`src/rtl/id_ex.sv`:
```
// ID/EX pipeline register with a one-entry skid buffer.
// ready_o comes straight from state bits, so it has no combinational path from ready_i.
module id_ex #(
  parameter logic [31:0] NOP_INST = 32'h00000013
) (
  input  logic        clk,
  input  logic        rst,
  input  logic        valid_i,
  output logic        ready_o,
  input  logic        flush_i,
  input  logic [31:0] op1_i,
  input  logic [31:0] op2_i,
  input  logic [31:0] op1_jump_i,
  input  logic [31:0] op2_jump_i,
  input  logic [31:0] inst_i,
  input  logic [31:0] inst_addr_i,
  input  logic [31:0] reg1_rdata_i,
  input  logic [31:0] reg2_rdata_i,
  input  logic [31:0] csr_rdata_i,
  input  logic        reg_we_i,
  input  logic [4:0]  reg_waddr_i,
  input  logic        csr_we_i,
  input  logic [31:0] csr_waddr_i,
  output logic [31:0] op1_o,
  output logic [31:0] op2_o,
  output logic [31:0] op1_jump_o,
  output logic [31:0] op2_jump_o,
  output logic [31:0] inst_o,
  output logic [31:0] inst_addr_o,
  output logic [31:0] reg1_rdata_o,
  output logic [31:0] reg2_rdata_o,
  output logic [31:0] csr_rdata_o,
  output logic [31:0] csr_waddr_o,
  output logic        reg_we_o,
  output logic [4:0]  reg_waddr_o,
  output logic        csr_we_o,
  output logic        valid_o,
  input  logic        ready_i
);

  typedef struct packed {
    logic [31:0] op1;
    logic [31:0] op2;
    logic [31:0] op1_jump;
    logic [31:0] op2_jump;
    logic [31:0] inst;
    logic [31:0] inst_addr;
    logic [31:0] reg1_rdata;
    logic [31:0] reg2_rdata;
    logic [31:0] csr_rdata;
    logic [31:0] csr_waddr;
    logic        reg_we;
    logic [4:0]  reg_waddr;
    logic        csr_we;
  } payload_t;

  // bit0 = OUT valid, bit1 = SKID valid
  typedef enum logic [1:0] {
    EMPTY = 2'b00,
    ONE   = 2'b01,
    FULL  = 2'b11
  } state_t;

  state_t   state_q, state_d;
  payload_t out_q, out_d;
  payload_t skid_q, skid_d;
  payload_t in_s;
  logic     accept_s;
  logic     consume_s;

  // OUT is reloaded with this whenever it empties, so the idle outputs come from a flop
  function automatic payload_t idle_payload();
    payload_t p;
    p      = '0;
    p.inst = NOP_INST;
    return p;
  endfunction

  assign in_s = '{op1: op1_i, op2: op2_i, op1_jump: op1_jump_i, op2_jump: op2_jump_i,
                  inst: inst_i, inst_addr: inst_addr_i, reg1_rdata: reg1_rdata_i,
                  reg2_rdata: reg2_rdata_i, csr_rdata: csr_rdata_i, csr_waddr: csr_waddr_i,
                  reg_we: reg_we_i, reg_waddr: reg_waddr_i, csr_we: csr_we_i};

  assign valid_o   = state_q[0];
  assign ready_o   = ~state_q[1];
  assign accept_s  = valid_i & ready_o;
  assign consume_s = valid_o & ready_i;

  // Next-state and next-payload selection
  always_comb begin
    state_d = state_q;
    out_d   = out_q;
    skid_d  = skid_q;
    if (flush_i) begin
      state_d = EMPTY;
      out_d   = idle_payload();
    end else begin
      case (state_q)
        EMPTY: begin
          if (accept_s) begin
            state_d = ONE;
            out_d   = in_s;
          end else begin
            state_d = EMPTY;
          end
        end
        ONE: begin
          case ({accept_s, consume_s})
            2'b11: out_d = in_s;
            2'b10: begin
              state_d = FULL;
              skid_d  = in_s;
            end
            2'b01: begin
              state_d = EMPTY;
              out_d   = idle_payload();
            end
            default: state_d = ONE;
          endcase
        end
        FULL: begin
          if (consume_s) begin
            state_d = ONE;
            out_d   = skid_q;
          end else begin
            state_d = FULL;
          end
        end
        default: begin
          state_d = EMPTY;
          out_d   = idle_payload();
        end
      endcase
    end
  end

  // State and payload registers
  always_ff @(posedge clk) begin
    if (rst) begin
      state_q <= EMPTY;
      out_q   <= idle_payload();
      skid_q  <= '0;
    end else begin
      state_q <= state_d;
      out_q   <= out_d;
      skid_q  <= skid_d;
    end
  end

  assign op1_o        = out_q.op1;
  assign op2_o        = out_q.op2;
  assign op1_jump_o   = out_q.op1_jump;
  assign op2_jump_o   = out_q.op2_jump;
  assign inst_o       = out_q.inst;
  assign inst_addr_o  = out_q.inst_addr;
  assign reg1_rdata_o = out_q.reg1_rdata;
  assign reg2_rdata_o = out_q.reg2_rdata;
  assign csr_rdata_o  = out_q.csr_rdata;
  assign csr_waddr_o  = out_q.csr_waddr;
  assign reg_we_o     = out_q.reg_we;
  assign reg_waddr_o  = out_q.reg_waddr;
  assign csr_we_o     = out_q.csr_we;

endmodule

```
`config.mk`:
```
export PLATFORM = sky130hd
export DESIGN_NAME = id_ex
export DESIGN_NICKNAME = d
export VERILOG_FILES = /design/src/rtl/id_ex.sv
export SDC_FILE = /design/constraint.sdc
export NUM_CORES = 1
export LEC_CHECK = 0
export ABC_AREA = 1
export ABC_CLOCK_PERIOD_IN_PS = 1500
export CAP_MARGIN = 30
export CELL_PAD_IN_SITES_DETAIL_PLACEMENT = 0
export CELL_PAD_IN_SITES_GLOBAL_PLACEMENT = 1
export CORE_UTILIZATION = 31
export CTS_CLUSTER_DIAMETER = 60
export DETAILED_ROUTE_END_ITERATION = 12
export PLACE_DENSITY_LB_ADDON = 0.25
export SLEW_MARGIN = 20
export SYNTH_ARGS = -nofsm -noshare
export SYNTH_HDL_FRONTEND = slang
export SYNTH_SLANG_ARGS = --single-unit
export TNS_END_PERCENT = 10
```
`constraint.sdc`:
```
create_clock -name clk -period 1.5 [get_ports clk]
set_input_delay 0.225 -clock clk [delete_from_list [all_inputs] [get_ports clk]]
set_output_delay 0.225 -clock clk [all_outputs]
set_load 0.02 [all_outputs]
```
# Word level (Yosys, flattened, before mapping)
# Index checks and enable logic that the tools add are counted.
word_totals:
  register_bits: 656
  in_bits: 332
  out_inout_bits: 329
  wordCells: 52
classes:
  eq_ne: 9
  mux: 8
  bitwise_logic: 4
  n_reduce_logical: 4
op_table:
  columns: ["cell", "n"]
  rows:
  - ["327-bit case mux with 3 select lines", 1]
  - ["327-bit 2-to-1 mux", 2]
  - ["327-bit case mux with 2 select lines", 1]
  - ["2-bit case mux with 3 select lines", 2]
  - ["2-bit == test, second input constant", 3]
  - ["2-bit != test, second input constant", 3]
  - ["3-bit AND reduction", 2]
  - ["2-bit by 1-bit == test with 1-bit output, second input constant", 2]
  - ["3-bit by 1-bit != test with 1-bit output, second input constant", 1]
  - ["1-bit bitwise AND", 2]
  - ["2-bit logical NOT", 1]
  - ["2-bit 2-to-1 mux", 1]
  - ["1-bit inverter", 2]
  - ["2-bit OR reduction", 1]
  - ["1-bit 2-to-1 mux", 1]

# Longest topological paths before layout
logic_depth:
  ltp_word: 5
  depth_mapped: 9
  ltp_nobuf: 8

# Least setup slack after synthesis
# OpenSTA, ideal clock, no wires.
synth_path:
  path_kind: "register -> register"
  startpoint: "reg state_q[0]"
  endpoint: "reg skid_q[192] (netlist name)"
  arrival_time_ps: 1578
  required_time_ps: 1368
  slack_ps: -210
  path_stages_with_launch: 10
  n_path_buf: 3
  synth_period_minus_slack_ps: 1710
  path_cell_list: "dfxtp_1 inv_2 or2_1 nor2_1 nand2_1 buf_2 buf_2 buf_2 nand2_1 a21oi_1"
synth_via:
  elab_chain_cells: 3
  word_cells_on_any_way: 4
  cone_classes: "eq/ne: 2; bitwise: 1; reduce/logical: 1"
synth_rtl:
  columns: ["item", "line", "text"]
  rows:
  - ["start, declared", "64", "state_t state_q, state_d;"]
  - ["start signal, assigned", "144", "state_q <= state_d;"]
  - ["1-bit bitwise AND", "87", "assign consume_s = valid_o & ready_i;"]
  - ["2-bit == test", "108", "case ({accept_s, consume_s})"]
  - ["3-bit AND reduction (no source line) (*)", null, null]
  - ["end signal, assigned", "146", "skid_q <= skid_d;"]
  - ["end, declared", "66", "payload_t skid_q, skid_d;"]
# Every way passes the cells marked *; elsewhere a longest branch is shown, timed or not.
# A chain may end at the register's enable or synchronous reset.

# Worst setup path after layout
layout_path:
  startpoint: "reg state_q[0]"
  endpoint: "reg skid_q[117] (netlist name)"
# The elaborated chain is that of the path after synthesis.

==> metrics.txt <==
Synth Flop Type=dfxtp_1; most frequent cells after synthesis=1977 x nand2_1, 656 x dfxtp_1, 651 x a21oi_1; Pleak=17.12 nW; slowest cell on the critical path=dfxtp_4; Mapped Nets=4288; design area=0.04021 mm²; Synth top area share=about half; Root Driver=clkbuf_16; TritonCTS buffer count=78; Int Pwr=31.51 mW; initial core utilization=31.48%; Routed Wire Length=between 100000 and 150000 µm; IO Port Bufs=660; Final HPWL DP=roughly 71000 µm; Critical Path Sink Type=flip-flop; GRT overflow=0; Place WS=-687.4 ps; vias after detailed routing=28523; TritonRoute pass-1 iters=5; GRT Total Usage=23.23%; Post-synth ARST share=0%; critical setup path kind=flip-flop to flip-flop; Slew HR=74.31%; die outline area=between 0.08 and 0.09 mm²; Synth Register Bits=656; Critical Path Max Stage Delay=350 ps; clock sinks=656; Slew @ Worst Pin=385.3 ps; violated checks=setup timing; final core occ=46.93%; largest area contributor in the netlist=dfxtp_1; YS warnings=0; sequential-to-total area share from yosys stat=between 40% and 50%; CTS clock-pin slew for the worst setup and hold paths=roughly 60 ps; Vias per Instance=between 4 and 5; layout cell share with drive strength beyond 1=roughly an eighth; worst-path cell chain=inv_4 -> or2_4 -> buf_6 -> nor3_4 -> buf_4 -> buf_12 -> buf_16 -> nand2_1 -> a21oi_1; sequential cell fraction of total power=42.3%; maximum root-to-sink buffer count=3; mapped cell area=between 0.02 and 0.03 mm²; Max Slew Vio Count=0; CP top delay family=buffers and inverters; Setup crit start kind=flip-flop; FP Rows=107; status=complete, but fails checks; Crit path buffers/inverters=5; final setup violation count=835; Final Hold Viols=0; most common cell in the netlist=nand2_1; switching fraction of total power=26.11%; Tot Pwr=~43 mW; Die Ht=297.0 µm; Clock Skew=38.43 ps; DRC violations left=0; Worst VDD drop=between 0.7 and 0.8 mV; Req. time, crit path=2050 ps; ranking of synthesized cells by area=dfxtp_1 49%, nand2_1 28%, a21oi_1 12%, nand3_1 6.0%, clkbuf_1 2.7%; CTS HTree Levels=3; Area Overhead vs Synth=49.08%; post-synth cell types=16; post-route ant nets=0; global-route wire length before repair=162100 µm; number of synthesized flops with an enable pin=0; worst min path class=input port to flip-flop; final critical-path required period=1683 ps; setup_tns=-61450 ps; Max-Cap Viols=0; Detailed Route Iter0 Violations=1780; clock power share=45.5%; CTS tree=yes; fill count=8869; Worst Path Arrival=roughly 2200 ps; Post-Synthesis Cells=3956; I/O Pins=661; Final Net Count=4982; total core area=about 0.086 mm²; clk_lat worst skew=630 ps; worst-path maximum fanout=27; combinational power share=roughly an eighth; Final Cycle Share=112.2%; vias in the first global route=about 26000; unrepaired setup endpoints after global routing=yes; syn_area_per_cell=6.818 µm²; initial antenna violation count=25; wire per inst=between 15 and 20 µm; fmax=0.5941 GHz; placed cell area=~0.036 mm²; switching power total=around 11 mW; largest net degree at the start of global routing=55; die width=297.0 µm; GPL Wtd Cong=0.7985; Setup WS post-layout=-183.3 ps; power density cells=1061 mW/mm²
-- logic make-up (layout without fill, tap and decap cells) --
group,Yosys count,in the layout,synth area share [%]
AND/OR/NAND/NOR,2309,2309,33.68
other,0,10,0
AO/OA/AOI/OAI,658,658,12.21
buffers and inverters,333,1089,5.418
flip-flops,656,656,48.69
-- per-layer routing --
metal / track usage [%] / vias to the layer above / wire length, µm / part of all wire, %
met5: 0 / - / 200 / 0.18
met4: 7.216 / 30 / 2648 / 2.4
met3: 5.135 / 173 / 6774 / 6.1
met2: 37.88 / 846 / 53010 / 47
met1: 30.40 / 13350 / 49100 / 44
li1: - / 14124 / - / -
-- registers in the layout (all words and copies together) (netlist names) --
name and count:
op2_o 32, reg2_rdata_o 32, state_q 2, op1_o 32, csr_rdata_o 32, csr_waddr_o 32, op1_jump_o 32, csr_we_o 1
reg_waddr_o 5, reg_we_o 1, skid_q 327, inst_addr_o 32, reg1_rdata_o 32, op2_jump_o 32, inst_o 32
-- stage by stage --
step | std cells | hold slack (ps)
final | 5866 | 176.5
after global routing | 5865 | 156.8
after CTS | 5799 | 139.7
after detailed placement | 5628 | 453.7
after global placement | 5628 | 449.7
after floorplan | 3956 | 367.7
-- layout by cell type (no fill, tap or decap), drive strengths merged, types with 17 or more instances in the layout --
cell type,n
nand2,1977
dfxtp,656
a21oi,651
buf,347
clkdlybuf4s50,330
nand3,325
dlygate4sd2,230
clkbuf,135
inv,19
clkinv,17
-- repair_timing --
action,CTS,global route
hold buffers,1,0
gates cloned,9,27
gates resized for setup,720,127
buffers inserted,19,31
pin swaps,10,16
endpoints found under the setup margin,977,887
hold endpoints to repair,9,0
-- worst reg2reg max path, cell delays in order, from the launching register on --
cell and delay (ps):
dfxtp_4 350, inv_4 30, or2_4 220, buf_6 120, nor3_4 140, buf_4 150
buf_12 190, buf_16 230, nand2_1 90, a21oi_1 120
-- final timing paths --
check,from,to,cells past startpoint,slack [ps]
max,state_q[0],skid_q[117],9,-180
min,csr_waddr_i[27],skid_q[34],3,180
max reg2reg,state_q[0],skid_q[117],9,-180
min reg2reg,inst_addr_o[4],inst_addr_o[4],2,460
-- power by group through the flow --
stage                     clock (mW)  combinational (mW)  sequential (mW)
after global routing            20.6                5.58             18.1
after detailed placement           0                4.88             18.4
after global placement             0                4.88             18.4
final                           19.4                5.17             18.0
after CTS                       19.9                4.97             18.0
after floorplan                    0                1.75             18.8
-- area by class of cell --
| type | count | area [µm²] | area share, % |
|---|---|---|---|
| antenna | 10 | 25.02 | 0.06224 |
| clock buffer | 110 | 2223 | 5.530 |
| clock inverter | 32 | 390.4 | 0.9709 |
| inverter | 12 | 77.57 | 0.1929 |
| multi-input combinational | 2967 | 12780 | 31.80 |
| sequential | 656 | 13160 | 32.73 |
| tap | 1144 | 1431 | 3.560 |
| timing repair buffer | 935 | 10120 | 25.16 |
(Power assumes the default switching activity.)
